`src/rtl/la_view_ctrl_if.sv`:
```
// Command handshake bundle between the sys_clk requester and la_view_ctrl.
//   cmd_req : request level (asynchronous to pclk)
//   cmd_op  : opcode, stable while cmd_req=1
//   cmd_arg : operand, stable while cmd_req=1
//   cmd_ack : acknowledge level, registered in the pclk domain
interface la_view_ctrl_if #(
    parameter int unsigned ADDR_W = 10
) ();
    logic              cmd_req;
    logic [2:0]        cmd_op;
    logic [ADDR_W-1:0] cmd_arg;
    logic              cmd_ack;

    modport master (output cmd_req, output cmd_op, output cmd_arg, input cmd_ack);
    modport slave  (input cmd_req, input cmd_op, input cmd_arg, output cmd_ack);
endinterface

```
`src/rtl/la_view_ctrl.sv`:
```
// Frame-synchronous view controller for the logic-analyser waveform display.
// Commands arrive through a 4-phase req/ack handshake and are applied only on
// a vertical-sync rising edge, so the displayed window never changes mid-frame.
//   pclk, rst_n  : pixel clock, synchronous active-low reset
//   cmd          : command handshake (slave side)
//   i_vs         : vertical sync, active-high
//   start_addr   : capture start address (quasi-static)
//   pre_num      : pre-trigger sample count (quasi-static)
//   o_zoom_lvl   : zoom level 0..MAX_ZOOM
//   o_interval   : pixels per sample = 1 << o_zoom_lvl
//   o_offset     : view offset in samples
//   o_trig_addr  : trigger marker address
//   o_base_addr  : first RAM address of the frame
//   o_busy       : FSM not idle (combinational from state)
module la_view_ctrl #(
    parameter int unsigned ADDR_W   = 10,
    parameter int unsigned MAX_ZOOM = 6
) (
    input  logic               pclk,
    input  logic               rst_n,
    la_view_ctrl_if.slave      cmd,
    input  logic               i_vs,
    input  logic [ADDR_W-1:0]  start_addr,
    input  logic [ADDR_W-1:0]  pre_num,
    output logic [2:0]         o_zoom_lvl,
    output logic [6:0]         o_interval,
    output logic [ADDR_W-1:0]  o_offset,
    output logic [ADDR_W-1:0]  o_trig_addr,
    output logic [ADDR_W-1:0]  o_base_addr,
    output logic               o_busy
);
    localparam logic [2:0] LVL_MAX        = 3'(MAX_ZOOM);
    localparam logic [2:0] OP_SHIFT_L     = 3'd1;
    localparam logic [2:0] OP_SHIFT_R     = 3'd2;
    localparam logic [2:0] OP_ZOOM_IN     = 3'd3;
    localparam logic [2:0] OP_ZOOM_OUT    = 3'd4;
    localparam logic [2:0] OP_RESET_VIEW  = 3'd5;
    localparam logic [2:0] OP_SET_OFFSET  = 3'd6;

    typedef enum logic [1:0] {IDLE, PEND, ACK, DONE} state_t;

    state_t            state;
    logic              req_s1, req_s;
    logic              vs_d, vs_rise_d;
    logic              vs_rise_c;
    logic [2:0]        op_q;
    logic [ADDR_W-1:0] arg_q;
    logic [2:0]        lvl_nxt_c;
    logic [ADDR_W-1:0] off_nxt_c;

    assign vs_rise_c = i_vs & ~vs_d;
    assign o_busy    = (state != IDLE);

    // New view state for the latched command; NOP and reserved opcodes keep it.
    always_comb begin
        lvl_nxt_c = o_zoom_lvl;
        off_nxt_c = o_offset;
        case (op_q)
            OP_SHIFT_L:    off_nxt_c = o_offset + arg_q;
            OP_SHIFT_R:    off_nxt_c = o_offset - arg_q;
            OP_ZOOM_IN:    if (o_zoom_lvl < LVL_MAX) lvl_nxt_c = o_zoom_lvl + 3'd1;
            OP_ZOOM_OUT:   if (o_zoom_lvl != 3'd0)   lvl_nxt_c = o_zoom_lvl - 3'd1;
            OP_RESET_VIEW: begin
                off_nxt_c = '0;
                lvl_nxt_c = 3'd0;
            end
            OP_SET_OFFSET: off_nxt_c = arg_q;
            default: ;
        endcase
    end

    // Synchroniser, frame-edge detect, handshake FSM and frame parameters.
    always_ff @(posedge pclk) begin
        if (!rst_n) begin
            state       <= IDLE;
            req_s1      <= 1'b0;
            req_s       <= 1'b0;
            vs_d        <= 1'b0;
            vs_rise_d   <= 1'b0;
            op_q        <= 3'd0;
            arg_q       <= '0;
            cmd.cmd_ack <= 1'b0;
            o_zoom_lvl  <= 3'd0;
            o_interval  <= 7'd1;
            o_offset    <= '0;
            o_trig_addr <= '0;
            o_base_addr <= '0;
        end else begin
            req_s1    <= cmd.cmd_req;
            req_s     <= req_s1;
            vs_d      <= i_vs;
            vs_rise_d <= vs_rise_c;

            case (state)
                IDLE: begin
                    if (req_s) begin
                        op_q  <= cmd.cmd_op;
                        arg_q <= cmd.cmd_arg;
                        state <= PEND;
                    end
                end
                PEND: begin
                    if (vs_rise_c) begin
                        o_offset    <= off_nxt_c;
                        o_zoom_lvl  <= lvl_nxt_c;
                        o_interval  <= 7'd1 << lvl_nxt_c;
                        cmd.cmd_ack <= 1'b1;
                        state       <= ACK;
                    end
                end
                ACK: begin
                    if (!req_s) begin
                        cmd.cmd_ack <= 1'b0;
                        state       <= DONE;
                    end
                end
                DONE: begin
                    state <= IDLE;
                end
                default: state <= IDLE;
            endcase

            // One cycle after the frame edge the new offset/level are visible,
            // so the frame's base address uses them.
            if (vs_rise_d) begin
                o_trig_addr <= start_addr + pre_num;
                o_base_addr <= start_addr + pre_num - (pre_num >> o_zoom_lvl) + o_offset;
            end
        end
    end
endmodule

```
`src/flat_wrapper.sv`:
```
// flat-port wrapper written by rule: the top's interface ports become plain ports
module la_view_ctrl_flat 
#(
    parameter int unsigned ADDR_W   = 10,
    parameter int unsigned MAX_ZOOM = 6
)
  (pclk, rst_n, i_vs, start_addr, pre_num, o_zoom_lvl, o_interval, o_offset, o_trig_addr, o_base_addr, o_busy, cmd_cmd_req, cmd_cmd_op, cmd_cmd_arg, cmd_cmd_ack);
  la_view_ctrl_if #(.ADDR_W(ADDR_W)) cmd_i ();
  input  logic pclk;
  input  logic rst_n;
  input  logic i_vs;
  input  logic [ADDR_W-1:0] start_addr;
  input  logic [ADDR_W-1:0] pre_num;
  output logic [2:0] o_zoom_lvl;
  output logic [6:0] o_interval;
  output logic [ADDR_W-1:0] o_offset;
  output logic [ADDR_W-1:0] o_trig_addr;
  output logic [ADDR_W-1:0] o_base_addr;
  output logic o_busy;
  input wire logic [$bits(cmd_i.cmd_req)-1:0] cmd_cmd_req;
  input wire logic [$bits(cmd_i.cmd_op)-1:0] cmd_cmd_op;
  input wire logic [$bits(cmd_i.cmd_arg)-1:0] cmd_cmd_arg;
  output wire logic [$bits(cmd_i.cmd_ack)-1:0] cmd_cmd_ack;
  assign cmd_i.cmd_req = cmd_cmd_req;
  assign cmd_i.cmd_op = cmd_cmd_op;
  assign cmd_i.cmd_arg = cmd_cmd_arg;
  assign cmd_cmd_ack = cmd_i.cmd_ack;
  la_view_ctrl #(.ADDR_W(ADDR_W), .MAX_ZOOM(MAX_ZOOM)) u_core (.pclk(pclk), .rst_n(rst_n), .cmd(cmd_i), .i_vs(i_vs), .start_addr(start_addr), .pre_num(pre_num), .o_zoom_lvl(o_zoom_lvl), .o_interval(o_interval), .o_offset(o_offset), .o_trig_addr(o_trig_addr), .o_base_addr(o_base_addr), .o_busy(o_busy));
endmodule
```
`config.mk`:
```
export PLATFORM = sky130hd
export DESIGN_NAME = la_view_ctrl_flat
export DESIGN_NICKNAME = d
export VERILOG_FILES = /design/src/rtl/la_view_ctrl_if.sv /design/src/rtl/la_view_ctrl.sv /design/src/flat_wrapper.sv
export SDC_FILE = /design/constraint.sdc
export NUM_CORES = 1
export LEC_CHECK = 0
export ABC_AREA = 1
export BUFFER_PORTS_ARGS = -buffer_cell sky130_fd_sc_hd__buf_2
export CORE_MARGIN = 5
export CORE_UTILIZATION = 57
export DETAILED_ROUTE_END_ITERATION = 16
export PLACE_DENSITY = 0.89
export SLEW_MARGIN = 10
export SYNTH_ARGS = -nofsm -noshare
export SYNTH_HDL_FRONTEND = slang
export SYNTH_SLANG_ARGS = --single-unit
```
`constraint.sdc`:
```
create_clock -name pclk -period 3.9 [get_ports pclk]
set_input_delay 0.585 -clock pclk [delete_from_list [all_inputs] [get_ports pclk]]
set_output_delay 0.585 -clock pclk [all_outputs]
set_load 0.1 [all_outputs]
```
Yosys cells after proc, flatten, opt, wreduce, memory -nomap -nowiden
Cells that the tools add are included.
{"block": "word_totals", "elab_cells": 58, "reg_bits": 60}
{"block": "classes", "bitwise_logic": 2, "addsub": 7, "shift": 2, "order_cmp": 1, "mux": 11, "reduce_logical": 10, "eq_ne": 12}
{"op": "$pmux 10 s4", "count": 1}
{"op": "$add 10x10->10", "count": 3}
{"op": "$sub 10x10->10", "count": 2}
{"op": "$shr 10x3->10", "count": 1}
{"op": "$eq 3x3->1 const B", "count": 3}
{"op": "$pmux 3 s3", "count": 1}
{"op": "$reduce_and 3->1", "count": 3}
{"op": "$pmux 2 s4", "count": 1}
{"op": "$shl 1x3->7 const A", "count": 1}
{"op": "$eq 3x2->1 const B", "count": 2}
{"op": "$mux 2", "count": 3}
{"op": "$mux 3", "count": 2}
{"op": "$eq 2x2->1 const B", "count": 2}
{"op": "$ne 2x1->1 const B", "count": 2}
{"op": "$reduce_and 2->1", "count": 2}
{"op": "$reduce_bool 2->1", "count": 2}
{"op": "$reduce_bool 4->1", "count": 1}
{"op": "$add 3x1->3 const B", "count": 1}
{"op": "$eq 3x1->1 const B", "count": 1}
{"op": "$lt 3x3->1 const B", "count": 1}
{"op": "$reduce_bool 3->1", "count": 1}
{"op": "$sub 3x1->3 const B", "count": 1}
{"op": "$eq 2x1->1 const B", "count": 1}
{"op": "$logic_not 2->1", "count": 1}
{"op": "other kinds (5)", "count": 6}

Depth between registers and ports, before layout
Gate-level depths: netlist of run 1.
{"block": "logic_depth", "word_depth": 4, "ltp_mapped": 21, "ltp_nobuf": 21}

Worst setup path before layout of run 1
Ideal clock, no wire load.
{"block": "synth_path", "path_kind": "register to register", "from": "register u_core.o_zoom_lvl[1]", "to": "register u_core.o_base_addr[6]", "path_slack_ns": 0.105, "period_less_slack_ns": 3.795, "setup_time_ns": 0.109, "arrival_ns": 3.686, "n_path_buf": 1, "stages_incl_launch_ff": 14, "path_cell_list": "dfxtp_1 -> buf_2 -> clkinv_1 -> o21ai_0 -> mux2i_1 -> fa_1 -> fa_1 -> o21ai_0 -> a21oi_1 -> o21ai_0 -> xor2_1 -> nand2_1 -> nand2_1 -> inv_1"}
{"block": "synth_between", "elab_chain_len": 3}
{"element": "start: declaration", "line_no": "la_view_ctrl.sv:25", "rtl": "output logic [2:0] o_zoom_lvl,"}
{"element": "start signal: assignment", "line_no": "la_view_ctrl.sv:105", "rtl": "o_zoom_lvl <= lvl_nxt_c;"}
{"element": "$shr 10x3->10", "line_no": "la_view_ctrl.sv:127", "rtl": "o_base_addr <= start_addr + pre_num - (pre_num >> o_zoom_lvl) + o_offset;"}
{"element": "$sub 10x10->10", "line_no": "la_view_ctrl.sv:127"}
{"element": "$add 10x10->10", "line_no": "la_view_ctrl.sv:127"}
{"element": "end signal: assignment", "line_no": "la_view_ctrl.sv:127"}
{"element": "end: declaration", "line_no": "la_view_ctrl.sv:29", "rtl": "output logic [ADDR_W-1:0] o_base_addr,"}
Every way passes these cells.
A chain may end at the register's enable or synchronous reset.

Final worst setup path of run 1
{"block": "layout_path", "from": "input port pre_num[0]", "to": "register u_core.o_base_addr[9]"}
{"block": "layout_between", "elab_chain_len": 3}
{"element": "start: declaration", "line_no": "flat_wrapper.sv:13", "rtl": "input logic [ADDR_W-1:0] pre_num;"}
{"element": "$add 10x10->10 or $shr 10x3->10 (tied branches)", "line_no": "la_view_ctrl.sv:127"}
{"element": "$sub 10x10->10 (*)", "line_no": "la_view_ctrl.sv:127"}
{"element": "$add 10x10->10 (*)", "line_no": "la_view_ctrl.sv:127"}
Every way passes the cells marked *; elsewhere a longest branch is shown, timed or not.

==> impl_results.md, run 1 <==
- Vias post-DR: 4658
- Most numerous cell in the Yosys netlist: sky130_fd_sc_hd__nand2_1
- Most used DFF post-synth: sky130_fd_sc_hd__dfxtp_1
- PostCTS Resize Cnt: 0
- Clock buffers created by TritonCTS: 9
- Die area: 9870 µm²
- Total power draw: 3.082 mW
- Vias per std cell: 5.578
- Post-place setup slack: -1.311 ps
- Post-DP HPWL: 9198 µm
- Ys Warns: 0
- Ratio of cells with drive above 1 in the final layout: 17.05%
- Area growth syn-to-layout: 14.98%
- Highest attainable clock frequency: 273.3 MHz
- Clock-pin slew of the registers on the worst-case setup and hold paths: 80 ps
- Worst slew margin relative to its limit: 35.92%
- Final hold violation count: 0
- Via count of the first global-routing pass: 4531
- Cell types occupying the most area after synthesis: sky130_fd_sc_hd__dfxtp_1 26%, sky130_fd_sc_hd__nand2_1 10%, sky130_fd_sc_hd__ha_1 9.6%
- Number of placed instances, taps included: 819
- Delay contributed by the slowest stage of the critical path: 440 ps
- Sinks on Clock Net: 60
- Fin cells: 835
- Number of cells traversed by the worst hold path: 3
- Unrepaired setup endpoints after global routing: false
- Clock skew: 14.41 ps
- Fraction of synthesized cell area taken by the top area cell type: 26.40%
- Cells along the critical path: buf_2 -> ha_1 -> inv_1 -> fa_1 -> o21ai_1 -> a21oi_1 -> o21ai_0 -> xor2_1 -> inv_1 -> fa_1 -> ha_1 -> nand2_1 -> nor3_1 -> nand2_1 -> nand3_1 -> inv_1 -> nand2_1 -> nand3_1 -> nand2_1 -> inv_1
- Post-route cell area: 5233 µm²
- Crit path max-delay cell type: sky130_fd_sc_hd__fa_1
- Floorplan die width: 99.35 µm
- Number of antenna cells inserted: 0
- Number of buffers inserted by post-CTS setup repair: 0
- Worst min-delay path category: in2reg
- Largest net degree at the start of global routing: 36
- Buffer depth of the longest clock path: 2
- Total grt overflow: 0
- Status: completed
- Overall global routing resource usage: 24.37%
- Count of nets after finishing: 811
- GPL Wtd Cong: 0.9501
- Max cap viols: 0
- IO Port Bufs: 78
- Floorplan core area: 7767 µm²
- Crit path launch type: primary input
- Register area share after synthesis: 26.40%
- Antenna viol nets, final: 0
- CTS root buffer: sky130_fd_sc_hd__clkbuf_8
- Final setup margin: 240.8 ps
- Maximum fanout along the worst path: 4
- Post-Synthesis Net Count: 736
- Final core occ: 67.36%
- CP delay by family, top: adder cells
- Initial core utilization: 58.59%
- Floorplan die height: 99.35 µm
- Leak Pwr: 2.748 nW
- Global-route wire length before repair: 19890 µm
- H-tree depth reported by CTS: 3
- Worst Path Arrival: 3920 ps
- Max-slew violation total from the final report: 0
- Total stage count of the critical path: 20
- CTS tree: built
- Count of flip-flops with a built-in enable after synthesis: 0
- Required arrival time at the worst endpoint: 4160 ps
- Final period demand of the worst path: 3659 ps
- Clock Latency Late Sink: 360 ps
- Cell area after synthesis: 4551 µm²
- Worst IR Drop VDD: 0.0004947 V
- Fin crit share: 93.82%
- Post-synth cell types: 40
- Antenna violations before repair: 0
- Instance count of the mapped netlist: 653
- Count of hold buffers inserted by post-cts repair: 0
- Async set-or-reset flop fraction in the synthesized netlist: 0%
- Average size of a mapped cell: 6.969 µm²
- Bufs and invs on worst path: 5
- Starting DRT DRC Count: 291
- Routed length per placed instance: 14.26 µm
- Final setup violating endpoints: 0
- Cell type with the largest total area after synthesis: sky130_fd_sc_hd__dfxtp_1
- CP endpoint kind: flip-flop
- Path type of the worst setup path: in2reg
- Most common library cells after synthesis: 122 x sky130_fd_sc_hd__nand2_1, 106 x sky130_fd_sc_hd__inv_1, 63 x sky130_fd_sc_hd__a21oi_1
- Number of rows created at floorplan: 32
- Cell area after placement: 5016 µm²
- Total iterations of the first detailed-routing run: 5
- Ratio of total power to cell area: 589.0 nW/µm²
- Detailed Route WL: 11910 µm
- Number of cells on the worst reg-to-reg path: 16
- Slew of the pin with the lowest slew margin: 960.1 ps
- Total of flip-flops plus latches after synthesis: 60
- Residual DRC: 0
- I/O pin cnt: 79
-- logic make-up after synthesis --
logic type | synth area share, %
AOI/OAI and AO/OA | 19.22
DFF | 26.40
xor gates and xnor gates | 5.389
buffers and inverters | 11.05
muxes | 1.100
adders and majority gates | 14.46
and+or+nand+nor | 22.38
-- layout by cell type, fill, tap and decap left out, drive strengths merged --
master / instances
ha: 35
nand2: 123
bufinv: 2
mux2i: 5
xor2: 19
nand4: 11
inv: 111
a31oi: 2
xnor2: 9
o21bai: 3
and2: 1
o211ai: 7
nor3: 5
fa: 11
a21oi: 63
a21o: 3
o21a: 4
o21ai: 61
a22o: 1
clkinv: 4
nand3b: 3
nand3: 27
o31ai: 1
a221oi: 5
dfxtp: 60
clkbuf: 11
nor2: 58
or2: 5
buf: 82
a211oi: 1
-- power breakdown --
part	total, mW	leakage [nW]	switching, mW	internal, mW
clock network	0.623	0.113	0.249	0.374
registers	0.726	0.490	0.0499	0.676
logic	1.73	2.15	1.19	0.547
total	3.08	2.75	1.48	1.60
-- per-stage QoR --
stage / setup TNS, ps / hold slack [ps]
2_1_floorplan: 0 / 390.5
3_3_place_gp: 0 / 395.5
3_5_place_dp: -1.311 / 407.0
4_1_cts: 0 / 403.9
5_1_grt: 0 / 436.8
6_report: 0 / 417.0
-- area by class of cell --
| cell class | count | area (µm²) |
|---|---|---|
| timing repair buffer | 82 | 420.4 |
| clock inverter | 5 | 75.07 |
| clock buffer | 11 | 141.4 |
| sequential | 60 | 1201 |
| inverter | 112 | 420.4 |
| fill | 675 | 2535 |
| multi-input combinational | 463 | 2846 |
| tap | 102 | 127.6 |
-- registers in the layout, indices dropped and copies added (netlist names) --
name and flops:
u_core.o_offset 10, u_core.o_zoom_lvl 3, u_core.state 2, u_core.cmd.cmd_ack 1
u_core.arg_q 10, u_core.op_q 3, u_core.vs_rise_d 1, u_core.o_interval 7
u_core.o_base_addr 10, u_core.vs_d 1, u_core.o_trig_addr 10, u_core.req_s1 1
u_core.req_s 1
-- metal layers --
metal | global-route usage [%] | part of all wire, %
met1 | 28.88 | 41
met2 | 41.99 | 48
met3 | 6.101 | 8.0
met4 | 9.979 | 2.9
met5 | 0 | 0
-- tightest hold or removal path, stage by stage --
cell,delay (ps)
sky130_fd_sc_hd__buf_2,80
sky130_fd_sc_hd__nand2_1,40
sky130_fd_sc_hd__inv_1,40
-- worst paths after layout --
| path | end | from | slack, ps |
|---|---|---|---|
| worst max-delay path | u_core.o_base_addr[9] | pre_num[0] | 240 |
| worst min-delay path | u_core.req_s1 | cmd_cmd_req | 420 |
| worst max register to register | u_core.o_base_addr[7] | u_core.o_zoom_lvl[0] | 340 |
| worst min register to register | u_core.req_s | u_core.req_s1 | 420 |
Note: power is estimated with default switching activity, not from simulation.
==> run 2: changes to the inputs <==
--- a/config.mk
+++ b/config.mk
@@ -7,10 +7,12 @@
 export LEC_CHECK = 0
 export ABC_AREA = 1
 export BUFFER_PORTS_ARGS = -buffer_cell sky130_fd_sc_hd__buf_2
+export CELL_PAD_IN_SITES_DETAIL_PLACEMENT = 2
+export CELL_PAD_IN_SITES_GLOBAL_PLACEMENT = 2
 export CORE_MARGIN = 5
-export CORE_UTILIZATION = 57
+export CORE_UTILIZATION = 31
 export DETAILED_ROUTE_END_ITERATION = 16
-export PLACE_DENSITY = 0.89
+export PLACE_DENSITY = 0.88
 export SLEW_MARGIN = 10
 export SYNTH_ARGS = -nofsm -noshare
 export SYNTH_HDL_FRONTEND = slang
==> run 2 against run 1 <==
  * Core utilization fell by 29 points
  * Worst hold slack better by 8.2 ps
  * Sequential share of layout area shrank 1.1 points
  * Total power is 15% higher
  * Cell count increased by 10%
  * Register-to-register slack hardly changed
  * Largest cell class unchanged
  * Largest power group unchanged
==> impl_results.md, run 2 (same netlist as run 1, synthesis figures left out) <==
- Status: completed
- IO Port Bufs: 78 (unchanged)
- Clock buffers created by TritonCTS: 9 (unchanged)
- CTS root buffer: sky130_fd_sc_hd__clkbuf_16
- Ratio of cells with drive above 1 in the final layout: 17.93% (+0.88 points)
- Clock-pin slew of the registers on the worst-case setup and hold paths: 60 ps (-20 ps)
- Floorplan die height: 131.2 µm (+32%)
- Worst Path Arrival: 3970 ps (+50 ps)
- Final period demand of the worst path: 3732 ps (+72.76 ps)
- Critical path startpoint: pre_num[4]
- Required arrival time at the worst endpoint: 4140 ps (-20 ps)
- Overall global routing resource usage: 19.34% (-5.0 points)
- Startpoint of the lowest-slack hold path: cmd_cmd_req
- Vias per std cell: 5.128 (-8.1%)
- Maximum fanout along the worst path: 5 (+1)
- Die area: 17200 µm² (+74%)
- Worst IR Drop VDD: 0.0004552 V (-8.0%)
- Number of antenna cells inserted: 0 (unchanged)
- Final setup violating endpoints: 0 (unchanged)
- I/O pin cnt: 79 (unchanged)
- Path type of the worst setup path: in2reg
- Max-slew violation total from the final report: 0 (unchanged)
- Fin cells: 920 (+10%)
- Routed length per placed instance: 18.41 µm (+29%)
- Highest attainable clock frequency: 268.0 MHz (-1.9%)
- Floorplan die width: 131.2 µm (+32%)
- Via count of the first global-routing pass: 5409 (+19%)
- Number of rows created at floorplan: 44 (+38%)
- Post-DP HPWL: 13070 µm (+42%)
- Global-route wire length before repair: 27530 µm (+38%)
- Number of placed instances, taps included: 904 (+10%)
- Total grt overflow: 0 (unchanged)
- Ratio of total power to cell area: 645.1 nW/µm² (+9.5%)
- Count of nets after finishing: 814 (+0.37%)
- Total iterations of the first detailed-routing run: 5 (unchanged)
- Slew of the pin with the lowest slew margin: 965.5 ps (+5.355 ps)
- Starting DRT DRC Count: 143 (-51%)
- Largest net degree at the start of global routing: 36 (unchanged)
- Detailed Route WL: 16940 µm (+42%)
- Leak Pwr: 2.820 nW (+2.6%)
- Fin crit share: 95.69% (+1.9 points)
- Worst min-delay path category: in2reg
- Post-route cell area: 5497 µm² (+5.0%)
- Initial core utilization: 31.43% (-27 points)
- Floorplan core area: 14480 µm² (+86%)
- Antenna violations before repair: 0 (unchanged)
- CP endpoint kind: flip-flop
- Cell area after placement: 5141 µm² (+2.5%)
- Crit path launch type: primary input
- Area growth syn-to-layout: 20.79%
- Critical register-to-register path startpoint: u_core.o_zoom_lvl[2]
- H-tree depth reported by CTS: 3 (unchanged)
- Final hold violation count: 0 (unchanged)
- Highest-count cells in the layout ignoring fill and taps: 122 x sky130_fd_sc_hd__nand2_1, 106 x sky130_fd_sc_hd__inv_1, 78 x sky130_fd_sc_hd__buf_2
- Antenna viol nets, final: 0 (unchanged)
- Setup total negative slack: 0 ps (unchanged)
- Most common library cell in the layout ignoring fill and taps: sky130_fd_sc_hd__nand2_1
- Worst slew margin relative to its limit: 35.57% (-0.36 points)
- Max cap viols: 0 (unchanged)
- Number of buffers inserted by post-CTS setup repair: 0 (unchanged)
- CTS tree: built
- GPL Wtd Cong: 0.8583 (-9.7%)
- Vias post-DR: 4718 (+1.3%)
- Fill cell count: 1753 (+160%)
- Buffer depth of the longest clock path: 2 (unchanged)
- Total power draw: 3.546 mW (+15%)
- Residual DRC: 0 (unchanged)
- Sinks on Clock Net: 60 (unchanged)
- Clock skew: 7.002 ps (-7.405 ps)
- Clock Latency Late Sink: 340 ps (-20 ps)
run 2: cell types whose count changed in the layout (fill, tap and decap cells not counted), moves of 2 or more:
cell                        change
sky130_fd_sc_hd__clkbuf_8      -10
sky130_fd_sc_hd__clkbuf_16      +9
sky130_fd_sc_hd__buf_4          +3
sky130_fd_sc_hd__clkinv_2       -2
sky130_fd_sc_hd__clkinv_4       +2
run 2: what timing repair did:
action,CTS,global route
endpoints found under the setup margin,0,3
gates resized for setup,0,4
hold buffers,0,0
run 2: path summary, 6_finish.rpt:
path / slack (ps) / endpoint / cells past startpoint
worst max-delay path: 170 / u_core.o_base_addr[8] / 22
worst min-delay path: 430 / u_core.req_s1 / 3
worst max register to register: 340 / u_core.o_base_addr[7] / 14
worst min register to register: 430 / u_core.req_s / 2
run 2: layer usage:
layer	vias up	track usage [%]	wire length [µm]
met3	34	3.899	516
met2	88	36.63	9048
met5	-	0	0
met1	2321	21.01	6938
li1	2275	-	-
met4	0	7.217	433
run 2: worst max-delay path, stage by stage:
cell,delay (ps)
sky130_fd_sc_hd__buf_2,120
sky130_fd_sc_hd__ha_1,360
sky130_fd_sc_hd__nand2_1,130
sky130_fd_sc_hd__inv_1,50
sky130_fd_sc_hd__nand2_1,60
sky130_fd_sc_hd__nand2_1,80
sky130_fd_sc_hd__a21oi_2,190
sky130_fd_sc_hd__o21bai_1,110
sky130_fd_sc_hd__or2_2,290
sky130_fd_sc_hd__and2_1,150
sky130_fd_sc_hd__fa_1,480
sky130_fd_sc_hd__inv_1,40
sky130_fd_sc_hd__ha_1,330
sky130_fd_sc_hd__buf_4,170
sky130_fd_sc_hd__nand2_1,80
sky130_fd_sc_hd__inv_1,50
sky130_fd_sc_hd__nand4_1,80
sky130_fd_sc_hd__o211ai_1,140
sky130_fd_sc_hd__a21oi_1,210
sky130_fd_sc_hd__o21ai_0,130
sky130_fd_sc_hd__nand2_1,80
sky130_fd_sc_hd__inv_1,50
run 2: per-stage QoR:
step / hold WS (ps) / util (%) / worst slack, ps
floorplan: 390.5 / - / 104.9
global placement: 397.8 / 35.51 / 129.4
detailed placement: 414.2 / 35.51 / -193.6
CTS: 415.2 / 37.87 / 121.9
global route: 444.5 / 37.96 / -11.87
finish: 425.2 / 37.96 / 168.1
run 2: cell type report:
| class | count | area [µm²] | area share, % |
|---|---|---|---|
| multi-input cells | 463 | 2859 | 52.01 |
| repair buffers | 85 | 442.9 | 8.058 |
| clock inverters | 6 | 112.6 | 2.049 |
| flip-flops and latches | 60 | 1202 | 21.88 |
| inverters | 112 | 420.4 | 7.649 |
| well taps | 184 | 230.2 | 4.188 |
| clock buffers | 10 | 229.0 | 4.166 |
run 2: where the power goes:
| group | leakage [nW] | internal (mW) | total (mW) | switching, mW |
|---|---|---|---|---|
| clock | 0.167 | 0.625 | 0.934 | 0.309 |
| combinational | 2.16 | 0.566 | 1.88 | 1.31 |
| sequential | 0.490 | 0.677 | 0.735 | 0.0585 |
| total | 2.82 | 1.87 | 3.55 | 1.68 |
==> run 3: changes to the inputs <==
--- a/config.mk
+++ b/config.mk
@@ -9,6 +9,7 @@
 export BUFFER_PORTS_ARGS = -buffer_cell sky130_fd_sc_hd__buf_2
 export CELL_PAD_IN_SITES_DETAIL_PLACEMENT = 2
 export CELL_PAD_IN_SITES_GLOBAL_PLACEMENT = 2
+export CORE_ASPECT_RATIO = 1.4
 export CORE_MARGIN = 5
 export CORE_UTILIZATION = 31
 export DETAILED_ROUTE_END_ITERATION = 16
==> run 3 against run 2 <==
  * Worst setup slack better by 42 ps
  * Sequential share of layout area hardly changed
  * Maximum frequency is 1.1% higher
  * Cell count is 0.98% higher
  * First-iteration DRC count is 18% lower
  * Sequential power is 0.5% higher
  * Routed wire length is 6.6% higher
  * Clock skew is 1.1 ps lower
  * Critical path depth is 5 lower
  * Largest cell class unchanged
  * Largest power group unchanged
==> impl_results.md, run 3 (same netlist as run 1, synthesis figures left out) <==
- Die area: 17240 µm² (+0.19%)
- Clock-pin slew of the registers on the worst-case setup and hold paths: 60 ps (about the same)
- Routed length per placed instance: 19.43 µm (+5.5%)
- Floorplan die width: 112.4 µm (-14%)
- I/O pin cnt: 79 (unchanged)
- Highest attainable clock frequency: 271.0 MHz (+1.1%)
- Fin cells: 929 (+0.98%)
- Ratio of total power to cell area: 634.5 nW/µm² (-1.6%)
- Buffer depth of the longest clock path: 2 (unchanged)
- Worst slew margin relative to its limit: 32.65% (-2.9 points)
- Required arrival time at the worst endpoint: 4140 ps (about the same)
- Antenna violations before repair: 0 (unchanged)
- Clock skew: 5.907 ps (-1.095 ps)
- Final hold violation count: 0 (unchanged)
- Final period demand of the worst path: 3690 ps (-41.82 ps)
- Final setup violating endpoints: 0 (unchanged)
- Via count of the first global-routing pass: 5432 (+0.43%)
- Final setup margin: 209.9 ps (+41.82 ps)
- CP endpoint kind: flip-flop
- Vias per std cell: 5.156 (+0.54%)
- Initial core utilization: 31.51% (+0.076 points)
- Maximum fanout along the worst path: 8 (+3)
- Antenna viol nets, final: 0 (unchanged)
- Count of nets after finishing: 818 (+0.49%)
- Post-DP HPWL: 14010 µm (+7.3%)
- Leak Pwr: 2.813 nW (-0.28%)
- Number of rows created at floorplan: 52 (+18%)
- Worst min-delay path category: reg2reg
- Routed metal-1 wire length: 6534 µm (-5.8%)
- Status: completed
- Post-place setup slack: -179.0 ps (+14.62 ps)
- Floorplan die height: 153.4 µm (+17%)
- Area growth syn-to-layout: 20.46%
- Worst Path Arrival: 3930 ps (-40 ps)
- Starting DRT DRC Count: 117 (-18%)
- H-tree depth reported by CTS: 3 (unchanged)
- Overall global routing resource usage: 21.33% (+2.0 points)
- Most common library cell in the layout ignoring fill and taps: sky130_fd_sc_hd__nand2_1
- Max cap viols: 0 (unchanged)
- Floorplan core area: 14440 µm² (-0.24%)
- Largest net degree at the start of global routing: 36 (unchanged)
- Total iterations of the first detailed-routing run: 5 (unchanged)
- Global-route wire length before repair: 29070 µm (+5.6%)
- Ratio of cells with drive above 1 in the final layout: 17.97% (+0.038 points)
- GPL Wtd Cong: 0.9224 (+7.5%)
- Highest-count cells in the layout ignoring fill and taps: 122 x sky130_fd_sc_hd__nand2_1, 106 x sky130_fd_sc_hd__inv_1, 78 x sky130_fd_sc_hd__buf_2
- Count of hold buffers inserted by post-cts repair: 0 (unchanged)
- Sinks on Clock Net: 60 (unchanged)
- Clock Latency Late Sink: 340 ps (about the same)
- Detailed Route WL: 18050 µm (+6.6%)
- Wire length on met2: 10290 µm (+14%)
- Fin crit share: 94.62% (-1.1 points)
- Number of placed instances, taps included: 912 (+0.88%)
- Topmost layer with routed signal wires: met4
- Number of antenna cells inserted: 0 (unchanged)
- Path type of the worst setup path: reg2reg
- CTS tree: built
- Fill cell count: 1730 (-1.3%)
- Unrepaired setup endpoints after global routing: false
- Clock buffers created by TritonCTS: 9 (unchanged)
- CTS root buffer: sky130_fd_sc_hd__clkbuf_16
- Routed wl met3: 512 µm (-0.78%)
- Worst slack on hold paths: 416.8 ps (-8.389 ps)
- Crit path launch type: flip-flop
- Residual DRC: 0 (unchanged)
- Max-slew violation total from the final report: 0 (unchanged)
- IO Port Bufs: 78 (unchanged)
- Vias post-DR: 4790 (+1.5%)
- Worst IR Drop VDD: 0.0001999 V (-56%)
- Total grt overflow: 0 (unchanged)
- Slew of the pin with the lowest slew margin: 1009 ps (+43.61 ps)
==> run 3: area by class of cell <==
| type | instances | area [µm²] | share of cell area [%] |
|---|---|---|---|
| clock inverter | 6 | 63.81 | 1.164 |
| timing repair buffer | 89 | 473.0 | 8.628 |
| sequential | 60 | 1201 | 21.91 |
| clock buffer | 10 | 229.0 | 4.177 |
| inverter | 112 | 420.4 | 7.669 |
| tap | 189 | 236.5 | 4.314 |
| multi-input combinational | 463 | 2858 | 52.13 |
==> run 3: path summary, 6_finish.rpt <==
| kind | start | to | slack [ps] | cells past startpoint |
|---|---|---|---|---|
| setup / recovery | u_core.o_zoom_lvl[0] | u_core.o_base_addr[6] | 210 | 17 |
| hold reg to reg | u_core.vs_d | u_core.vs_rise_d | 420 | 1 |
| hold / removal | u_core.vs_d | u_core.vs_rise_d | 420 | 1 |
| setup reg to reg | u_core.o_zoom_lvl[0] | u_core.o_base_addr[6] | 210 | 17 |
==> run 3: repair_timing <==
action / 4_1_cts / 5_1_grt
buffers inserted: 0 / 1
resized for setup: 0 / 3
endpoints found under the setup margin: 0 / 2
==> run 3: worst max-delay path, stage by stage, from the launching register on <==
cell                      delay (ps)
sky130_fd_sc_hd__dfxtp_1         580
sky130_fd_sc_hd__inv_2           200
sky130_fd_sc_hd__nand2_1         110
sky130_fd_sc_hd__o21ai_0          80
sky130_fd_sc_hd__o21ai_0         290
sky130_fd_sc_hd__o21ai_0         170
sky130_fd_sc_hd__ha_1            320
sky130_fd_sc_hd__inv_1            70
sky130_fd_sc_hd__ha_1            240
sky130_fd_sc_hd__inv_1           100
sky130_fd_sc_hd__fa_1            430
sky130_fd_sc_hd__o21ai_0         300
sky130_fd_sc_hd__a21oi_1         130
sky130_fd_sc_hd__o21ai_0         230
sky130_fd_sc_hd__xor2_1          170
sky130_fd_sc_hd__nand2_1          70
sky130_fd_sc_hd__nand2_1          60
sky130_fd_sc_hd__inv_1            40
==> run 3: per-layer routing <==
layer | track usage [%] | vias to the layer above
met2 | 42.77 | 107
li1 | - | 2278
met1 | 21.11 | 2367
met4 | 10.02 | 0
met3 | 2.571 | 38
met5 | 0 | -
==> run 3: power by group <==
part	leakage (nW)	switching [mW]	total [mW]	internal, mW
Sequential	0.490	0.0627	0.739	0.677
Clock	0.139	0.317	0.812	0.495
Combinational	2.18	1.34	1.93	0.591
Total	2.81	1.72	3.48	1.76
==> run 3: stage by stage <==
step | area, µm² | utilization, % | setup TNS [ps] | total power, mW
6_report | 5482 | 37.95 | 0 | 3.478
2_1_floorplan | 4551 | - | 0 | 2.090
4_1_cts | 5463 | 37.82 | 0 | 3.479
3_3_place_gp | 5170 | 35.79 | 0 | 2.453
5_1_grt | 5482 | 37.95 | 0 | 3.698
3_5_place_dp | 5170 | 35.79 | -237.8 | 2.606
